--- src/rtl/dp2_pkg.sv ---
// Shared constants for the datapath2 slice: default data width and the
// all-ones value that the saturating add clamps to.
package dp2_pkg;

   localparam int DP2_WIDTH = 8;
   localparam logic [DP2_WIDTH-1:0] DP2_MAX = '1;

endpackage : dp2_pkg

--- src/rtl/dp2_adder.sv ---
// Combinational unsigned adder for datapath2.
// Default: WIDTH-bit wrapping add, carry discarded.
// With DATAPATH2_SAT_EN defined: saturating add, clamps to all ones on carry.
module dp2_adder #(
   parameter int WIDTH = dp2_pkg::DP2_WIDTH
) (
   input  logic [WIDTH-1:0] a,
   input  logic [WIDTH-1:0] b,
   output logic [WIDTH-1:0] sum
);

`ifdef DATAPATH2_SAT_EN
   logic [WIDTH:0] full_sum;

   // Extend by one bit so the carry-out is visible, then clamp on carry.
   always_comb begin
      full_sum = {1'b0, a} + {1'b0, b};
      sum      = full_sum[WIDTH] ? {WIDTH{1'b1}} : full_sum[WIDTH-1:0];
   end
`else
   // Plain modulo-2^WIDTH add; the carry simply falls off the top.
   always_comb begin
      sum = a + b;
   end
`endif

endmodule : dp2_adder

--- src/rtl/datapath2.sv ---
// datapath2: two operand registers feeding an adder whose result is
// registered again, so outA/outB lag A/B by one edge and outC by two.
// Optional build macro: DATAPATH2_SAT_EN selects a saturating add.
module datapath2
   import dp2_pkg::*;
#(
   parameter int WIDTH = DP2_WIDTH
) (
   input  logic [WIDTH-1:0] A,
   input  logic [WIDTH-1:0] B,
   input  logic             ld,
   input  logic             clr,
   input  logic             clk,
   output logic [WIDTH-1:0] outA,
   output logic [WIDTH-1:0] outB,
   output logic [WIDTH-1:0] outC
);

   logic [WIDTH-1:0] sum;

   dp2_adder #(
      .WIDTH (WIDTH)
   ) u_adder (
      .a   (outA),
      .b   (outB),
      .sum (sum)
   );

   // Operand and result registers; clr wins over ld, outC updates every edge.
   always_ff @(posedge clk) begin
      // NOTE: clr is sampled only at the clock edge, and all state uses <= so
      // outC sees the pre-edge operand registers, not the ones loaded now.
      if (!clr) begin
         outA <= '0;
         outB <= '0;
         outC <= '0;
      end else begin
         if (ld) begin
            outA <= A;
            outB <= B;
         end
         outC <= sum;
      end
   end

endmodule : datapath2

--- config.mk ---
export PLATFORM = sky130hd
export DESIGN_NAME = datapath2
export DESIGN_NICKNAME = d
export VERILOG_FILES = /design/src/rtl/dp2_pkg.sv /design/src/rtl/dp2_adder.sv /design/src/rtl/datapath2.sv
export SDC_FILE = /design/constraint.sdc
export NUM_CORES = 1
export LEC_CHECK = 0
export ABC_AREA = 0
export CAP_MARGIN = 30
export CORE_MARGIN = 4
export CORE_UTILIZATION = 40
export CTS_CLUSTER_SIZE = 12
export DETAILED_ROUTE_END_ITERATION = 16
export GPL_ROUTABILITY_DRIVEN = 0
export GPL_TIMING_DRIVEN = 0
export PLACE_DENSITY = 0.74
export REMOVE_ABC_BUFFERS = 1
export SLEW_MARGIN = 20
export SYNTH_ARGS = -nofsm -noshare
export SYNTH_HDL_FRONTEND = slang
export SYNTH_SLANG_ARGS = --single-unit
export TNS_END_PERCENT = 30
--- constraint.sdc ---
create_clock -name clk -period 3.3 [get_ports clk]
set_input_delay 0.66 -clock clk [delete_from_list [all_inputs] [get_ports clk]]
set_output_delay 0.66 -clock clk [all_outputs]
set_load 0.1 [all_outputs]
Word level (Yosys, flattened, before mapping):

Index checks and enable logic that the tools add are counted.
Widths: inputs -> output; s select.

* bits in registers: 24
* input port bits: 19
* output and inout port bits: 24
* logic and storage cells: 4

* add/sub/neg operators: 1

Operator list (number)
* $add 8x8->8: 1

Depth between registers and ports, before layout:

Gate-level depths: netlist of the first run.

* depth after elaboration: 1
* depth in mapped cells: 7
* depth with buffers taken out: 7

Hierarchy:

Synthesis of the first run repeated with hierarchy kept, for this count alone.

* cell total of the unflattened synthesis: 110
* area, all modules: 1161.1 um2

By module, submodules not included
* datapath2: instances 1, cells each 68, area each 829.5 um2, seq. area each 480.5 um2
* dp2_adder: instances 1, cells each 42, area each 331.6 um2, seq. area each 0.0 um2

Least setup slack after synthesis of the first run:

Ideal clock, no wire load.

* kind: register to register
* start point: reg outB[0]
* end point: reg outC[6]
* setup time: 0.130 ns
* arrival: 2.172 ns
* required time: 3.170 ns
* path slack: 0.998 ns
* cell stages (with the launch flop): 8
* path buffers: 0
* period minus slack after synthesis: 2.302 ns
* path through: dfxtp_1 -> ha_1 -> inv_1 -> fa_1 -> nor2b_4 -> o31ai_2 -> a21oi_1 -> nor3b_2

* longest elaborated chain between the ends: 1

RTL lines
* start, declared: RTL line datapath2.sv:15 `output logic [WIDTH-1:0] outB,`
* start signal, assigned: RTL line datapath2.sv:35 `outB <= '0;`
* start signal, assigned: RTL line datapath2.sv:40 `outB <= B;`
* $add 8x8->8: RTL line dp2_adder.sv:23 `sum = a + b;`
* end signal, assigned: RTL line datapath2.sv:42 `outC <= sum;`
* end, declared: RTL line datapath2.sv:16 `output logic [WIDTH-1:0] outC`

Every way passes these cells.
A chain may end at the register's enable or synchronous reset.

Worst setup path in the final report of the first run:

* start point: reg outB[1]
* end point: out outB[1]

No word-level cell between the ends.

==> flow_metrics.tcl, run 1 <==
set metrics [dict create \
    p_int_mw 0.4358 \
    synth_warn 0 \
    layout-drive-gt1-share 0.09868 \
    ordered_cell_list_for_the_critical_path "clkdlybuf4s50_1" \
    clockRootBuffer "sky130_fd_sc_hd__clkbuf_4" \
    residual_drc_count 0 \
    leakage_power_nw 0.6813 \
    floorplan.die.height_um 61.21 \
    fp-row-count 19 \
    pre_cts_worst_setup_slack_ps 1029 \
    ys_async_sr_fraction 0 \
    design.die.area_um2 3746 \
    placed_cell_area_um2 1568 \
    critPathBufInv 1 \
    grt_max_degree 24 \
    clkLatencyLatePin_ps 310 \
    data_arrival_time_at_the_worst_slack_endpoint_ps 1870 \
    critPathMaxStageDelay_ps 1150 \
    fin_setup_tns_ps 0 \
    drt_first_pass_iters 4 \
    initial_utilization 0.4142 \
    sequentialPowerShare 0.442 \
    synth.ff_latch_count 24 \
    io_pins 43 \
    routed_wire_length_per_instance_um 12.79 \
    critical_path_required_ps 2640 \
    synth-edff-count 0 \
    timing_max_transition_violations_final 0 \
    finalNetCount 181 \
    drt.antenna.violating_nets 0 \
    cts.repair_timing.setup_buffer_count 0 \
    worst_ir_drop_vdd_mv 0.2837 \
    comb_power_share 0.388 \
    hold_violations 0 \
    stdcell_area_um2 1605 \
    timing_worst_slew_pin_value_ps 981.6 \
    layout-area-overhead-vs-synth_pct 41.77 \
    max_freq_mhz 396.0 \
    post_cts_hold_buffer_count 0 \
    power.density_cell_area_nw_per_um2 454.1 \
    outcome "complete, no violations" \
    worst-path-max-fanout 4 \
    clock_tree_from_tritoncts "built" \
    postSynth.topFlopCell "sky130_fd_sc_hd__dfxtp_1" \
    clk_pin_slew_worst_paths_ps 120 \
    timing.final.crit_share 0.7653 \
    clkSinkCount 24 \
    ys_seq_area_frac 0.4243 \
    worst_path_dominant_cell_family "buffers and inverters" \
    buffer_ports.inserted 42 \
    timing.critical_path.from_type "flop" \
    mappedNetlistArea_um2 1132 \
    netSwitchingFraction 0.4022 \
    cp-end-kind "output pin" \
    synthTopCellsByArea "sky130_fd_sc_hd__dfxtp_1, sky130_fd_sc_hd__mux2i_1, sky130_fd_sc_hd__ha_1" \
    netlist.area_leader.share 0.4243 \
    synth.avg_cell_area_um2 10.29 \
    design.core.area_um2 2734 \
    clockPowerShare 0.170 \
    detail_route.iter0.violations 18 \
    hold_class "flop to flop" \
    maxCapViolCount 0 \
    drt-total-wl_um 2340 \
    post_synth_num_cell_types 35 \
    global_route_wire_length_before_repair_um 3946 \
    dp.final_hpwl_um 1792 \
    final_worst_clock_skew_ps 4.866 \
    grt_antenna_before_repair 0 \
    cts_resized 0 \
    grt_use_total 0.1387 \
    synth_area_leader_cell "sky130_fd_sc_hd__dfxtp_1" \
    total_switching_power_mw 0.2932 \
    grt_overflow 0 \
    fp.dieW_um 61.21 \
    final_period_minus_worst_setup_slack_ps 2526 \
    worst_slack_ps 774.5 \
    first_global_vias 891 \
    cts-htree-levels 1 \
    cts_buffers 3 \
    synth_common_cells "sky130_fd_sc_hd__dfxtp_1, sky130_fd_sc_hd__nor2_1, sky130_fd_sc_hd__mux2i_1" \
    cts.path.max_buffers 2 \
    routed_via_density 5.077 \
    grt_setup_unrepaired "false" \
    detailroute.via_count 929 \
    setup_viol 0 \
    netlist_instances 110 \
    worst_slew_margin_rel 0.3435 \
    yosysMostFrequentCell "sky130_fd_sc_hd__dfxtp_1" \
    worst_path_max_delay_cell "sky130_fd_sc_hd__clkdlybuf4s50_1" \
    critPathKind "flop to output pin" \
    antenna_cells_inserted 0 \
]
power by group through the flow:
stage                     clock (mW)  sequential [mW]  combinational, mW
after floorplan                    0            0.474             0.0585
after global placement             0            0.328              0.280
after detailed placement           0            0.329              0.282
after CTS                      0.131            0.323              0.283
after global routing           0.142            0.326              0.296
final                          0.124            0.322              0.283
area by class of cell:
type,instances,area (um^2)
clock buffers,3,22.52
inverters,6,22.52
fillers,244,1129
multi-input cells,76,605.6
well taps,31,38.79
flip-flops and latches,24,480.5
repair buffers,43,435.4
tightest hold or removal path, stage by stage, from the launching register on:
cell and delay [ps]:
sky130_fd_sc_hd__dfxtp_1 370, sky130_fd_sc_hd__mux2i_1 80, sky130_fd_sc_hd__nor2_1 70
routing by layer:
metal	routed length [um]	GRT usage	vias to the layer above
met5	0	0	-
met4	27	0.03715	0
met3	138	0.03145	4
met2	1130	0.2432	24
met1	1044	0.1701	429
li1	-	-	472
worst paths after layout:
kind | startpoint | slack [ps] | endpoint | depth (start not counted)
max | outB[1] | 770 | outB[1] | 1
min | outB[3] | 540 | outB[3] | 2
max reg2reg | outA[0] | 1640 | outC[4] | 7
min reg2reg | outB[3] | 540 | outB[3] | 2
metrics by stage:
step	power, mW	hold slack [ps]	util	cells
6_report	0.7290	543.2	0.5872	183
3_5_place_dp	0.6114	517.7	0.5735	179
2_1_floorplan	0.5325	781.7	-	106
5_1_grt	0.7638	560.2	0.5872	183
3_3_place_gp	0.6078	506.6	0.5735	179
4_1_cts	0.7370	548.5	0.5817	182
cell families after synthesis:
| logic type | after synthesis | synth area share |
|---|---|---|
| AOI/OAI and AO/OA | 18 | 0.1337 |
| buffers and inverters | 10 | 0.04088 |
| adders and majority gates | 8 | 0.09502 |
| xor gates and xnor gates | 1 | 0.007736 |
| and+or+nand+nor | 33 | 0.1569 |
| DFF | 24 | 0.4243 |
| muxes | 16 | 0.1414 |
cells in the final DEF, fill, tap and decap left out:
cell type	n
sky130_fd_sc_hd__o31ai_4	1
sky130_fd_sc_hd__a21oi_1	3
sky130_fd_sc_hd__nor3b_2	2
sky130_fd_sc_hd__inv_1	4
sky130_fd_sc_hd__a21oi_2	1
sky130_fd_sc_hd__o21a_1	2
sky130_fd_sc_hd__a31oi_1	1
sky130_fd_sc_hd__nor2_1	18
sky130_fd_sc_hd__nor4_1	1
sky130_fd_sc_hd__o21ai_0	2
sky130_fd_sc_hd__clkdlybuf4s50_1	42
sky130_fd_sc_hd__mux2i_1	16
sky130_fd_sc_hd__a21o_1	1
sky130_fd_sc_hd__xor2_1	1
sky130_fd_sc_hd__o211a_1	1
sky130_fd_sc_hd__or3_1	1
sky130_fd_sc_hd__o21ai_1	1
sky130_fd_sc_hd__nor3_2	1
sky130_fd_sc_hd__nand4_1	1
sky130_fd_sc_hd__nand3_1	2
sky130_fd_sc_hd__ha_1	7
sky130_fd_sc_hd__fa_1	1
sky130_fd_sc_hd__inv_2	2
sky130_fd_sc_hd__nor2b_1	1
sky130_fd_sc_hd__a211oi_2	1
sky130_fd_sc_hd__dfxtp_1	24
sky130_fd_sc_hd__o21bai_1	1
sky130_fd_sc_hd__a211oi_1	1
sky130_fd_sc_hd__o211ai_2	1
sky130_fd_sc_hd__nor2b_4	1
sky130_fd_sc_hd__clkbuf_4	3
sky130_fd_sc_hd__nor3_1	4
sky130_fd_sc_hd__and2_1	1
sky130_fd_sc_hd__buf_8	1
sky130_fd_sc_hd__o31ai_2	1
sequential cells by signal, summed over array words and instances, names as in the netlist:
register  count
outA          8
outB          8
outC          8
(Power assumes the default switching activity.)
==> run 2: changes to the inputs <==
CORE_UTILIZATION = 39   (was 40)
PLACE_DENSITY = 0.75   (was 0.74)
clock period = 2.3 ns   (was 3.3 ns; I/O delays follow)
==> run 2 against run 1 <==
- final area increased by 0.86%
- hold slack gained 2.5 ps
- cell count rose by 0.55%
- register-to-register slack got worse by 1000 ps
- setup slack got worse by 720 ps
- global-route usage is 0.27 points higher
- non-clock buffer count stayed put
- flip-flop and latch count is the same
- power grew 60%
- first-iteration DRC count unchanged
- utilization about the same
- clock skew grew 4.7 ps
- largest power group unchanged
==> flow_metrics.tcl, run 2 (same netlist as run 1, synthesis figures left out) <==
set metrics [dict create \
    grt_overflow 0 \
    critPathBufInv 1 \
    drt-total-wl_um 2561 \
    worst_path_dominant_cell_family "buffers and inverters" \
    hold_path_start "outA[0]" \
    n_fill_cell 257 \
    clock_tree_from_tritoncts "built" \
    clk_pin_slew_worst_paths_ps 130 \
    fp-row-count 19 \
    min_delay_worst_endpoint "outA[0]" \
    timing.rr.start "outB[0]" \
    hold_violations 0 \
    final_cell_mix "sky130_fd_sc_hd__clkdlybuf4s50_1, sky130_fd_sc_hd__dfxtp_1, sky130_fd_sc_hd__nor2_1" \
    hold_class "flop to flop" \
    global_route_wire_length_before_repair_um 4064 \
    ordered_cell_list_for_the_critical_path "clkdlybuf4s50_1" \
    area.sequential_um2 480.5 \
    timing.final.crit_share 0.9769 \
    routed_wire_length_per_instance_um 13.92 \
    final_period_minus_worst_setup_slack_ps 2247 \
    max_freq_mhz 445.1 \
    reg2reg_slack_ps 610 \
    critPathMaxStageDelay_ps 1130 \
    clkSinkCount 24 \
    finalNetCount 181 \
    clkLatencyLatePin_ps 310 \
    data_arrival_time_at_the_worst_slack_endpoint_ps 1790 \
    cts_buffers 3 \
    reg2reg_depth 7 \
    timing.critical_path.from_type "flop" \
    floorplan.die.height_um 61.89 \
    leakage_power_nw 0.7665 \
    hold-path-cell-count 2 \
    post_cts_hold_buffer_count 0 \
    worst_ir_drop_vdd_mv 0.5466 \
    critical_path_required_ps 1840 \
    detailroute.via_count 961 \
    antenna_cells_inserted 0 \
    clockRootBuffer "sky130_fd_sc_hd__clkbuf_4" \
    setup_viol 0 \
    critPathKind "flop to output pin" \
    drt.antenna.violating_nets 0 \
    fp.dieW_um 61.89 \
    grt_antenna_before_repair 0 \
    layout_top_registers "outA x8, outB x8, outC x8" \
    commonest_non_fill_non_tap_cell_in_the_layout "sky130_fd_sc_hd__clkdlybuf4s50_1" \
    final_worst_clock_skew_ps 9.564 \
    worst-path-max-fanout 1 \
    timing_max_transition_violations_final 0 \
    placed_cell_area_um2 1568 \
    stdcell_area_um2 1619 \
    routed_via_density 5.223 \
    multi_input_area_um2 605.6 \
    fin_setup_tns_ps 0 \
    io_pins 43 \
    maxCapViolCount 0 \
    grt_max_degree 24 \
    outcome "complete, no violations" \
    worst_slew_margin_rel 0.3427 \
    design.core.area_um2 2758 \
    detail_route.iter0.violations 18 \
    cts_resized 15 \
    drt_first_pass_iters 4 \
    regToRegEndpoint "outC[4]" \
    grt_setup_unrepaired "false" \
    grt_use_total 0.1414 \
    design.die.area_um2 3830 \
    utilization 0.5871 \
    dp.final_hpwl_um 2043 \
    first_global_vias 998 \
    power.density_cell_area_nw_per_um2 718.9 \
    residual_drc_count 0 \
    cts.path.max_buffers 2 \
    initial_utilization 0.4106 \
    layout-area-overhead-vs-synth_pct 42.98 \
    timing_worst_slew_pin_value_ps 989.8 \
    cts-htree-levels 1 \
    layout-drive-gt1-share 0.1046 \
    cp-end-kind "output pin" \
    buffer_ports.inserted 42 \
    cts.repair_timing.setup_buffer_count 0 \
    worst_path_max_delay_cell "sky130_fd_sc_hd__clkdlybuf4s50_1" \
]
[run 2: changes by cell type in the layout (fill, tap and decap cells not counted), sizes merged]
cell,before,now
clkdlybuf4s50,42,26
dlygate4sd2,0,15
bufinv,0,1
dlymetal6s2s,0,1
[run 2: final cells by class]
cell class                 instances  area share
tap                               31     0.02396
sequential                        24      0.2968
timing repair buffer              43      0.2589
multi-input combinational         76      0.3740
clock buffer                       3     0.01391
clock inverter                     1     0.01855
inverter                           6     0.01391
[run 2: how the worst max path moves through the flow]
stage	slack, ps	endpoint	from	cells after the start
2_1_floorplan	2	outC[6]	outB[0]	7
3_3_place_gp	290	outA[0]	ld	3
3_5_place_dp	220	outA[4]	ld	3
4_1_cts	7	outA[0]	outA[0]	1
5_1_grt	7	outC[2]	outC[2]	1
6_report	50	outC[2]	outC[2]	1
[run 2: per-layer routing]
| layer | share of wire | vias up | wire length, um | GRT usage |
|---|---|---|---|---|
| met5 | 0 | - | 0 | 0 |
| met4 | 0.011 | 0 | 28 | 0.04242 |
| met3 | 0.056 | 4 | 144 | 0.02479 |
| met2 | 0.53 | 31 | 1354 | 0.2631 |
| met1 | 0.40 | 452 | 1033 | 0.1635 |
| li1 | - | 474 | - | - |
[run 2: power by group]
group	leakage, nW	switching (mW)	internal, mW
combinational	0.540	0.289	0.109
clock	0.0279	0.129	0.176
sequential	0.198	0.0168	0.445
total	0.767	0.434	0.730
[run 2: tightest hold or removal path, cell delays in order (launching register included)]
cell and delay [ps]:
sky130_fd_sc_hd__dfxtp_1 370, sky130_fd_sc_hd__mux2i_1 80, sky130_fd_sc_hd__nor2_1 70
[run 2: per-stage QoR]
stage / setup slack, ps / power [mW] / hold WS, ps / cells
after floorplan: 1.681 / 0.7641 / 581.7 / 106
after global placement: 293.9 / 0.8717 / 506.8 / 179
after detailed placement: 219.8 / 0.8798 / 531.7 / 179
after CTS: 6.663 / 1.171 / 558.3 / 183
after global routing: 7.066 / 1.206 / 577.6 / 184
final: 53.06 / 1.164 / 545.8 / 184
